`src/rtl/bram_port_arbiter_if.sv`:
```
// ============================================================================
// Module   : bram_port_arbiter_if
// Brief    : Requester-side bundle of the shared BRAM port arbiter.
// Revision : 1.0 - initial release
// ============================================================================
`default_nettype none

interface bram_port_arbiter_if #(
    parameter int NUM_REQ    = 3,
    parameter int ADDR_WIDTH = 10,
    parameter int DATA_WIDTH = 8
);
    logic [NUM_REQ-1:0]            req_valid;
    logic [NUM_REQ-1:0]            req_ready;
    logic [NUM_REQ-1:0]            req_we;
    logic [NUM_REQ-1:0]            req_lock;
    logic [NUM_REQ*ADDR_WIDTH-1:0] req_addr;
    logic [NUM_REQ*DATA_WIDTH-1:0] req_wdata;
    logic [NUM_REQ-1:0]            rsp_valid;
    logic [DATA_WIDTH-1:0]         rsp_data;

    modport master (
        output req_valid, req_we, req_lock, req_addr, req_wdata,
        input  req_ready, rsp_valid, rsp_data
    );

    modport slave (
        input  req_valid, req_we, req_lock, req_addr, req_wdata,
        output req_ready, rsp_valid, rsp_data
    );
endinterface

`default_nettype wire

```
`src/rtl/bram_port_arbiter.sv`:
```
// ============================================================================
// Module   : bram_port_arbiter
// Brief    : Round-robin arbiter sharing one BRAM port, with burst lock,
//            registered BRAM drive and tagged read-data return.
// Revision : 1.0 - initial release
// ============================================================================
`default_nettype none

module bram_port_arbiter #(
    parameter int NUM_REQ      = 3,
    parameter int ADDR_WIDTH   = 10,
    parameter int DATA_WIDTH   = 8,
    parameter int READ_LATENCY = 1
) (
    input  wire logic                  clk,
    input  wire logic                  reset,
    bram_port_arbiter_if.slave         req_if,
    output logic                       bram_en,
    output logic                       bram_we,
    output logic [ADDR_WIDTH-1:0]      bram_addr,
    output logic [DATA_WIDTH-1:0]      bram_wdata,
    input  wire logic [DATA_WIDTH-1:0] bram_rdata,
    output logic                       busy
);

    localparam int C_IDX_W = (NUM_REQ > 1) ? $clog2(NUM_REQ) : 1;
    localparam logic [C_IDX_W:0] C_NUM_REQ = (C_IDX_W+1)'(NUM_REQ);

    typedef enum logic [0:0] {
        ST_OPEN   = 1'b0,
        ST_LOCKED = 1'b1
    } lock_state_t;

    lock_state_t            r_state;
    lock_state_t            w_state_next;
    logic [C_IDX_W-1:0]     r_owner;
    logic [C_IDX_W-1:0]     w_owner_next;
    logic [C_IDX_W-1:0]     r_ptr;
    logic [C_IDX_W-1:0]     w_ptr_next;

    logic [NUM_REQ-1:0]     w_owner_mask;
    logic                   w_owner_lock;
    logic [NUM_REQ-1:0]     w_eligible;
    logic [NUM_REQ-1:0]     w_ready;
    logic [C_IDX_W-1:0]     w_gidx;
    logic                   w_found;
    logic                   w_hs;

    logic                   w_sel_we;
    logic                   w_sel_lock;
    logic [ADDR_WIDTH-1:0]  w_sel_addr;
    logic [DATA_WIDTH-1:0]  w_sel_wdata;
    logic [NUM_REQ-1:0]     w_push;
    logic                   w_tag_pending;

    logic                   r_en;
    logic                   r_we;
    logic [ADDR_WIDTH-1:0]  r_addr;
    logic [DATA_WIDTH-1:0]  r_wdata;
    logic [DATA_WIDTH-1:0]  r_rsp_data;
    logic                   r_busy;
    // One-hot requester tag per stage; stage READ_LATENCY lines up with BRAM data.
    logic [NUM_REQ-1:0]     r_tag [0:READ_LATENCY];

    // While locked only the owner may be granted, even if it is idle.
    always_comb begin
        w_owner_mask = NUM_REQ'(1) << r_owner;
        w_owner_lock = |(req_if.req_lock & w_owner_mask);
        w_eligible   = (r_state == ST_LOCKED) ? (req_if.req_valid & w_owner_mask)
                                              : req_if.req_valid;
    end

    always_comb begin
        logic [C_IDX_W:0] v_idx;
        w_found = 1'b0;
        w_gidx  = '0;
        v_idx   = '0;
        for (int k = 0; k < NUM_REQ; k++) begin
            v_idx = {1'b0, r_ptr} + (C_IDX_W+1)'(k);
            if (v_idx >= C_NUM_REQ) begin
                v_idx = v_idx - C_NUM_REQ;
            end
            if (!w_found && w_eligible[v_idx[C_IDX_W-1:0]]) begin
                w_found = 1'b1;
                w_gidx  = v_idx[C_IDX_W-1:0];
            end
        end
        w_ready = (w_found && reset) ? (NUM_REQ'(1) << w_gidx) : '0;
        w_hs    = |w_ready;
    end

    always_comb begin
        logic [C_IDX_W:0] v_inc;
        v_inc      = {1'b0, w_gidx} + (C_IDX_W+1)'(1);
        w_ptr_next = (v_inc >= C_NUM_REQ) ? '0 : v_inc[C_IDX_W-1:0];
    end

    always_comb begin
        w_sel_we    = 1'b0;
        w_sel_lock  = 1'b0;
        w_sel_addr  = '0;
        w_sel_wdata = '0;
        for (int i = 0; i < NUM_REQ; i++) begin
            if (w_ready[i]) begin
                w_sel_we    = req_if.req_we[i];
                w_sel_lock  = req_if.req_lock[i];
                w_sel_addr  = req_if.req_addr[i*ADDR_WIDTH +: ADDR_WIDTH];
                w_sel_wdata = req_if.req_wdata[i*DATA_WIDTH +: DATA_WIDTH];
            end
        end
        w_push = w_ready & ~req_if.req_we;
    end

    always_comb begin
        w_tag_pending = 1'b0;
        for (int s = 0; s < READ_LATENCY; s++) begin
            w_tag_pending = w_tag_pending | (|r_tag[s]);
        end
    end

    always_comb begin
        w_state_next = r_state;
        w_owner_next = r_owner;
        case (r_state)
            ST_OPEN: begin
                if (w_hs && w_sel_lock) begin
                    w_state_next = ST_LOCKED;
                    w_owner_next = w_gidx;
                end
            end
            ST_LOCKED: begin
                if (!w_owner_lock) begin
                    w_state_next = ST_OPEN;
                end
            end
            default: w_state_next = ST_OPEN;
        endcase
    end

    always_ff @(posedge clk or negedge reset) begin
        if (!reset) begin
            r_state <= ST_OPEN;
            r_owner <= '0;
        end else begin
            r_state <= w_state_next;
            r_owner <= w_owner_next;
        end
    end

    always_ff @(posedge clk or negedge reset) begin
        if (!reset) begin
            r_ptr      <= '0;
            r_en       <= 1'b0;
            r_we       <= 1'b0;
            r_addr     <= '0;
            r_wdata    <= '0;
            r_rsp_data <= '0;
            r_busy     <= 1'b0;
            for (int s = 0; s <= READ_LATENCY; s++) begin
                r_tag[s] <= '0;
            end
        end else begin
            r_en   <= w_hs;
            r_we   <= w_hs & w_sel_we;
            r_busy <= (w_state_next == ST_LOCKED) | (|w_push) | w_tag_pending;
            if (w_hs) begin
                r_ptr   <= w_ptr_next;
                r_addr  <= w_sel_addr;
                r_wdata <= w_sel_wdata;
            end
            r_tag[0] <= w_push;
            for (int s = 1; s <= READ_LATENCY; s++) begin
                r_tag[s] <= r_tag[s-1];
            end
            if (|r_tag[READ_LATENCY]) begin
                r_rsp_data <= bram_rdata;
            end
        end
    end

    // BRAM data arrives in the response cycle itself, so it is forwarded then
    // and the captured copy is held between responses.
    assign req_if.req_ready = w_ready;
    assign req_if.rsp_valid = r_tag[READ_LATENCY];
    assign req_if.rsp_data  = (|r_tag[READ_LATENCY]) ? bram_rdata : r_rsp_data;
    assign bram_en          = r_en;
    assign bram_we          = r_we;
    assign bram_addr        = r_addr;
    assign bram_wdata       = r_wdata;
    assign busy             = r_busy;

endmodule

`default_nettype wire

```
`src/flat_wrapper.sv`:
```
// flat-port wrapper written by rule: the top's interface ports become plain ports
module bram_port_arbiter_flat 
#(
    parameter int NUM_REQ      = 3,
    parameter int ADDR_WIDTH   = 10,
    parameter int DATA_WIDTH   = 8,
    parameter int READ_LATENCY = 1
)
  (clk, reset, bram_en, bram_we, bram_addr, bram_wdata, bram_rdata, busy, req_if_req_valid, req_if_req_we, req_if_req_lock, req_if_req_addr, req_if_req_wdata, req_if_req_ready, req_if_rsp_valid, req_if_rsp_data);
  bram_port_arbiter_if #(.NUM_REQ(NUM_REQ), .ADDR_WIDTH(ADDR_WIDTH), .DATA_WIDTH(DATA_WIDTH)) req_if_i ();
  input  wire logic clk;
  input  wire logic reset;
  output logic bram_en;
  output logic bram_we;
  output logic [ADDR_WIDTH-1:0] bram_addr;
  output logic [DATA_WIDTH-1:0] bram_wdata;
  input  wire logic [DATA_WIDTH-1:0] bram_rdata;
  output logic busy;
  input wire logic [$bits(req_if_i.req_valid)-1:0] req_if_req_valid;
  input wire logic [$bits(req_if_i.req_we)-1:0] req_if_req_we;
  input wire logic [$bits(req_if_i.req_lock)-1:0] req_if_req_lock;
  input wire logic [$bits(req_if_i.req_addr)-1:0] req_if_req_addr;
  input wire logic [$bits(req_if_i.req_wdata)-1:0] req_if_req_wdata;
  output wire logic [$bits(req_if_i.req_ready)-1:0] req_if_req_ready;
  output wire logic [$bits(req_if_i.rsp_valid)-1:0] req_if_rsp_valid;
  output wire logic [$bits(req_if_i.rsp_data)-1:0] req_if_rsp_data;
  assign req_if_i.req_valid = req_if_req_valid;
  assign req_if_i.req_we = req_if_req_we;
  assign req_if_i.req_lock = req_if_req_lock;
  assign req_if_i.req_addr = req_if_req_addr;
  assign req_if_i.req_wdata = req_if_req_wdata;
  assign req_if_req_ready = req_if_i.req_ready;
  assign req_if_rsp_valid = req_if_i.rsp_valid;
  assign req_if_rsp_data = req_if_i.rsp_data;
  bram_port_arbiter #(.NUM_REQ(NUM_REQ), .ADDR_WIDTH(ADDR_WIDTH), .DATA_WIDTH(DATA_WIDTH), .READ_LATENCY(READ_LATENCY)) u_core (.clk(clk), .reset(reset), .req_if(req_if_i), .bram_en(bram_en), .bram_we(bram_we), .bram_addr(bram_addr), .bram_wdata(bram_wdata), .bram_rdata(bram_rdata), .busy(busy));
endmodule
```
`config.mk`:
```
export PLATFORM = sky130hd
export DESIGN_NAME = bram_port_arbiter_flat
export DESIGN_NICKNAME = d
export VERILOG_FILES = /design/src/rtl/bram_port_arbiter_if.sv /design/src/rtl/bram_port_arbiter.sv /design/src/flat_wrapper.sv
export SDC_FILE = /design/constraint.sdc
export NUM_CORES = 1
export LEC_CHECK = 0
export CELL_PAD_IN_SITES_DETAIL_PLACEMENT = 1
export CELL_PAD_IN_SITES_GLOBAL_PLACEMENT = 1
export CORE_UTILIZATION = 40
export CTS_CLUSTER_SIZE = 40
export DETAILED_ROUTE_END_ITERATION = 10
export DONT_BUFFER_PORTS = 1
export HOLD_SLACK_MARGIN = 0.06
export PLACE_DENSITY = 0.81
export SYNTH_ARGS = -nofsm -noshare
export SYNTH_HDL_FRONTEND = slang
export SYNTH_SLANG_ARGS = --single-unit
```
`constraint.sdc`:
```
create_clock -name clk -period 4 [get_ports clk]
set_input_delay 0.6 -clock clk [delete_from_list [all_inputs] [get_ports clk]]
set_output_delay 0.6 -clock clk [all_outputs]
set_load 0.02 [all_outputs]
```
==> results.json, run 1 <==
{
  "max_cap_violations": 0,
  "worst_ep_required_time_ns": 3.40,
  "yosysWarnings": 0,
  "worst_setup_path_start_kind": "register",
  "grt_usage_pct": 19.60,
  "cts_root_buf": "clkbuf_8",
  "critPathSlowestCell": "ha_1",
  "max-slew-margin-rel_pct": 35.88,
  "wl_per_cell_um": 19.27,
  "power_frac_comb_pct": 46.4,
  "synth_cells": 219,
  "final_util_pct": 45.49,
  "grt_pass1_vias": 1832,
  "worstPathArrival_ns": 2.74,
  "synth_area_per_cell_um2": 10.29,
  "path_max_fanout": 10,
  "cts.sinks": 40,
  "p_total_uw": 2223,
  "tns_ns": 0,
  "clkPwrFrac_pct": 15.3,
  "synth_area_um2": 2253,
  "p_int_uw": 1193,
  "layout_min_cycle_time_ns": 3.335,
  "final_max_slew_viol_count": 0,
  "cts_tree": "done",
  "setup_slack_ns": 0.6647,
  "critPathKind": "reg -> out",
  "io_pins": 108,
  "synthesis.nets": 295,
  "routed_via_density": 5.965,
  "gp_congestion": 0.8445,
  "design.core.area_um2": 5270,
  "whs_ns": 0.1391,
  "die_area_um2": 5937,
  "dp_hpwl_mm": 4.086,
  "firstDrtPassIters": 4,
  "rsz0062_at_grt": "no",
  "fp-row-count": 26,
  "layout_common_cells": "dfrtp_1 (40), nor2_1 (24), mux2i_1 (19)",
  "r2r_slack_ns": 0.92,
  "swShare_pct": 46.36,
  "clkTransAtPathRegs_ns": 0.09,
  "grt_pass1_wl_mm": 9.080,
  "fin_nets": 289,
  "p_per_area_nw_per_um2": 927.4,
  "path_cells": "inv_1 -> ha_1 -> nand2_1 -> and3_1 -> a2111oi_2 -> nor2_1 -> o221ai_1 -> nand2b_1 -> inv_1",
  "status": "finished, final reports clean",
  "gr-total-overflow": 0,
  "ant_nets": 0,
  "p_seq_share_pct": 38.3,
  "cts_buffers": 5,
  "die_h_um": 77.06,
  "drcViolationCount": 0,
  "crit_family": "compound AO/OA/AOI/OAI gates",
  "synth_cell_types": 45,
  "async_reset_ff_share_pct": 100.0,
  "worst_pin_slew_ns": 0.9545,
  "ir_drop_mv": 0.3285,
  "ys.flop_type": "dfrtp_1",
  "area_delta_synth_final_pct": 6.385,
  "min_period_over_period_pct": 83.38,
  "cp_num_buf_inv": 2,
  "clock_skew_ns": 0.005251,
  "hold_class": "in -> async",
  "fp.dieW_um": 77.06,
  "finalSetupViolations": 0,
  "route.vias.total": 1694,
  "drive_gt1_share_pct": 12.15,
  "yosys_register_bits": 40,
  "yosysSeqAreaShare_pct": 44.42,
  "grt_antenna_before_repair": 0,
  "power.switching_uw": 1031,
  "dpl_worst_slack_ns": 0.9109,
  "port-buffer-count": 0,
  "start_util_pct": 42.76,
  "final_common_cell": "dfrtp_1",
  "htree_levels": 2,
  "clock_latency_ns": 0.29,
  "diodes": 0,
  "synth_edf_count": 0,
  "wirelength_mm": 5.473,
  "hold_viol_final": 0,
  "crit_top_cell": "inv_1",
  "grt_max_degree": 41,
  "clockBufferDepth": 2,
  "drt_iter0_markers": 78,
  "end_kind": "output port",
  "max_freq_ghz": 0.2998,
  "leakagePower_uw": 0.001102,
  "slowest_delay_ns": 0.50
}
[metrics by stage]
step / cell area (um^2) / std cells
after floorplan: 2253 / 219
after global placement: 2262 / 275
after detailed placement: 2262 / 275
after CTS: 2397 / 284
after global routing: 2397 / 284
final: 2397 / 284
[routing by layer]
metal / part of all wire [%] / track usage, % / wire, um / vias up
met1: 41 / 23.04 / 2255 / 817
met2: 51 / 35.00 / 2788 / 85
met5: 0 / 0 / 0 / -
met3: 6.8 / 5.119 / 374 / 4
li1: - / - / - / 788
met4: 0.99 / 5.472 / 54 / 0
[synthesized netlist by cell type (2+ instances only)]
| cell type | count | area share [%] |
|---|---|---|
| a211oi_1 | 16 | 5.3 |
| a21o_1 | 17 | 5.7 |
| a21oi_1 | 4 | 0.89 |
| and2_1 | 4 | 1.1 |
| and3_1 | 2 | 0.56 |
| buf_2 | 3 | 0.67 |
| buf_4 | 5 | 1.7 |
| buf_6 | 2 | 1.0 |
| clkbuf_1 | 7 | 1.2 |
| dfrtp_1 | 40 | 44 |
| ha_1 | 3 | 1.7 |
| inv_1 | 7 | 1.2 |
| mux2_2 | 9 | 4.5 |
| mux2i_1 | 19 | 8.4 |
| nand2_1 | 8 | 1.3 |
| nand2b_1 | 2 | 0.56 |
| nand3b_1 | 2 | 0.67 |
| nor2_1 | 24 | 4.0 |
| nor2b_1 | 3 | 0.83 |
| nor3_1 | 7 | 1.6 |
| o211ai_1 | 2 | 0.67 |
| o21ai_0 | 6 | 1.3 |
| o22ai_1 | 3 | 0.83 |
| o31ai_1 | 3 | 1.0 |
[area by class of cell]
type,count,area [um^2]
fillers,596,2873
multi-input cells,155,1125
flip-flops and latches,40,1001
well taps,70,87.58
clock buffers,5,68.82
clock inverters,3,46.29
repair buffers,4,42.54
inverters,7,26.28
[cell families (layout without fill, tap and decap cells)]
family / count (synthesis) / in the layout / share of synthesized area [%]
adders and majority gates: 3 / 3 / 1.666
buffers and inverters: 24 / 19 / 5.664
DFF: 40 / 40 / 44.42
and+or+nand+nor: 56 / 56 / 12.05
AOI/OAI and AO/OA: 68 / 68 / 23.27
muxes: 28 / 28 / 12.94
[power groups by stage]
stage | clock, uW | sequential [uW] | combinational (uW)
after floorplan | 0 | 803 | 914
after global placement | 0 | 851 | 992
after detailed placement | 0 | 859 | 1040
after CTS | 349 | 854 | 1050
after global routing | 367 | 876 | 1140
final | 341 | 851 | 1030
[flip-flops by register name, summed over array words and instances, names as in the netlist]
| register | flops |
|---|---|
| u_core.r_ptr | 2 |
| u_core.r_tag | 3 |
| u_core.req_if.rsp_valid | 3 |
| u_core.r_state | 1 |
| u_core.busy | 1 |
| u_core.bram_addr | 10 |
| u_core.r_rsp_data | 8 |
| u_core.r_owner | 2 |
| u_core.bram_we | 1 |
| u_core.bram_en | 1 |
| u_core.bram_wdata | 8 |
[final timing paths]
kind                                   from  cells past startpoint                          to
setup / recovery            u_core.r_ptr[0]                      9         req_if_req_ready[0]
hold / removal                        reset                      1              u_core.bram_en
setup reg to reg            u_core.r_ptr[0]                      8                 u_core.busy
hold reg to reg             u_core.r_tag[4]                      0  u_core.req_if.rsp_valid[1]
max in group asynchronous             reset                      1        u_core.bram_wdata[7]
min in group clk           req_if_req_we[0]                      1             u_core.r_tag[3]
[worst register-to-register path, cell delays in order, from the launching register on]
cell and delay [ns]:
dfrtp_1 0.37, inv_1 0.08, ha_1 0.44, or4b_4 0.60
o22ai_4 0.29, buf_4 0.34, mux2i_1 0.34, a22oi_1 0.14
or3_1 0.37
[repair_timing]
action / 4_1_cts / 5_1_grt
buffers inserted: 0 / 0
hold endpoints to repair: 40 / 0
hold buffers: 1 / 0
resized for setup: 0 / 0
No activity file was read; power rests on OpenSTA's default activity.
==> run 2, diff against run 1 <==
PLACE_DENSITY = 0.84   (was 0.81)
clock period = 2.9 ns   (was 4 ns; I/O delays follow)
==> run 2 against run 1 <==
  * Sequential share of layout area shrank 1.4 points
  * Routed wire length shrank 0.77%
  * Flip-flop and latch count unchanged
  * Core utilization increased by 1.6 points
  * Non-clock buffer count rose by 5
  * Final area is 3.5% higher
  * Power rose by 42%
  * Global-route usage is 0.087 points higher
  * Largest power group unchanged
==> results.json, run 2 (synthesis results as in run 1) <==
{
  "worstPathArrival_ns": 2.30,
  "r2r_slack_ns": 0.28,
  "leakagePower_uw": 0.001134,
  "fp-row-count": 26,
  "met3WireLength_um": 387,
  "p_int_uw": 1725,
  "power_frac_comb_pct": 48.1,
  "drt_iter0_markers": 60,
  "ant_nets": 0,
  "status": "finished, final reports clean",
  "place_area_um2": 2305,
  "die_h_um": 77.06,
  "cts_buffers": 5,
  "die_area_um2": 5937,
  "grt_max_degree": 41,
  "dp_hpwl_mm": 4.031,
  "wl_per_cell_um": 18.79,
  "min_period_over_period_pct": 94.40,
  "final_max_slew_viol_count": 0,
  "gr-total-overflow": 0,
  "hold_class": "in -> reg",
  "hold_depth": 1,
  "finalSetupViolations": 0,
  "diodes": 0,
  "htree_levels": 2,
  "max-slew-margin-rel_pct": 69.53,
  "min_from": "req_if_req_we[0]",
  "largest_reg_flops": 10,
  "clkTransAtPathRegs_ns": 0.08,
  "grt_pass1_wl_mm": 9.156,
  "grt_antenna_before_repair": 0,
  "worst_setup_path_start_kind": "register",
  "design.core.area_um2": 5270,
  "path_max_fanout": 10,
  "ir_drop_mv": 0.3778,
  "design_area_um2": 2482,
  "worst_ep_required_time_ns": 2.47,
  "cts.sinks": 40,
  "power.switching_uw": 1442,
  "critPathKind": "reg -> out",
  "firstDrtPassIters": 4,
  "cts_tree": "done",
  "end_kind": "output port",
  "p_seq_share_pct": 37.2,
  "hold_viol_final": 0,
  "fin_nets": 294,
  "clockBufferDepth": 2,
  "route.vias.total": 1720,
  "dpl_worst_slack_ns": 0.1944,
  "clock_latency_ns": 0.29,
  "gp_congestion": 0.8065,
  "grt_usage_pct": 19.68,
  "drcViolationCount": 0,
  "final_common_cell": "dfrtp_1",
  "clock_skew_ns": 0.003696,
  "routed.top_layer": "met4",
  "rsz0062_at_grt": "no",
  "layout_common_cells": "dfrtp_1 (40), nor2_1 (24), mux2i_1 (19)",
  "drive_gt1_share_pct": 14.61,
  "tns_ns": 0,
  "swShare_pct": 45.52,
  "whs_ns": 0.1946,
  "r2r-end": "u_core.r_owner[1]",
  "layout_min_cycle_time_ns": 2.738,
  "m1WireLength_mm": 2.233,
  "grt_pass1_vias": 1861,
  "setup_slack_ns": 0.1624,
  "min_to": "u_core.r_tag[3]",
  "r2r_cells": 8,
  "worst_pin_slew_ns": 0.4522,
  "fp.dieW_um": 77.06,
  "routed_via_density": 5.952,
  "max_cap_violations": 0,
  "io_pins": 108,
  "port-buffer-count": 0,
  "start_util_pct": 42.76,
  "cts_root_buf": "clkbuf_8",
  "area_delta_synth_final_pct": 10.16,
  "met2_length_mm": 2.760,
  "clkPwrFrac_pct": 14.7,
  "reg2reg_from": "u_core.r_owner[0]",
  "wirelength_mm": 5.431,
  "max_freq_ghz": 0.3653,
  "p_per_area_nw_per_um2": 1276
}
run 2: critical path, stage by stage (launching register included):
cell and delay (ns):
dfrtp_1 0.45, ha_4 0.37, nand2_1 0.08, and3_1 0.21, a2111oi_4 0.30, nor2_1 0.11, o221ai_2 0.18, nand2b_1 0.18
inv_1 0.13
run 2: final cells by class:
class                           count  area (um^2)
Tap cell                           70        87.58
Multi-Input combinational cell    155         1156
Fill cell                         596         2788
Inverter                            7        26.28
Clock buffer                        5        68.82
Clock inverter                      3        47.55
Sequential cell                    40         1001
Timing Repair Buffer                9        95.09
run 2: how the worst max path moves through the flow:
| stage | endpoint | cells after the start | startpoint |
|---|---|---|---|
| 6_report | req_if_req_ready[0] | 8 | u_core.r_ptr[1] |
| 5_1_grt | req_if_req_ready[0] | 9 | u_core.r_ptr[0] |
| 4_1_cts | req_if_req_ready[0] | 8 | u_core.r_ptr[1] |
| 3_5_place_dp | u_core.busy | 10 | u_core.r_ptr[0] |
| 3_3_place_gp | u_core.busy | 10 | u_core.r_ptr[0] |
| 2_1_floorplan | req_if_req_ready[0] | 9 | u_core.r_ptr[1] |
run 2: per-stage QoR:
step	instances	total power, uW	utilization (%)
2_1_floorplan	219	2368	-
3_3_place_gp	279	2600	43.73
3_5_place_dp	279	2663	43.73
4_1_cts	289	3156	46.56
5_1_grt	289	3420	47.10
6_report	289	3167	47.10
run 2: repair_timing:
item / CTS / global route
endpoints found under the setup margin: 1 / 1
resized for setup: 1 / 3
buffers inserted: 0 / 0
endpoints found under the hold margin: 40 / 0
hold buffers: 2 / 0
run 2: power groups by stage:
| stage | clock network [uW] | logic [uW] | registers, uW |
|---|---|---|---|
| after detailed placement | 0 | 1470 | 1190 |
| after CTS | 477 | 1490 | 1190 |
| after global routing | 514 | 1690 | 1210 |
| after global placement | 0 | 1420 | 1180 |
| final | 465 | 1520 | 1180 |
| after floorplan | 0 | 1260 | 1110 |
run 2: routing by layer:
layer,up-vias,global-route usage [%]
met5,-,0
met4,0,4.528
met3,6,5.714
met2,81,33.93
met1,836,24.19
li1,797,-
==> run 3, diff against run 2 <==
SLEW_MARGIN = 5   (was default)
==> results of run 3 <==
Final layout, timing and power as in run 2 (identical DEF).
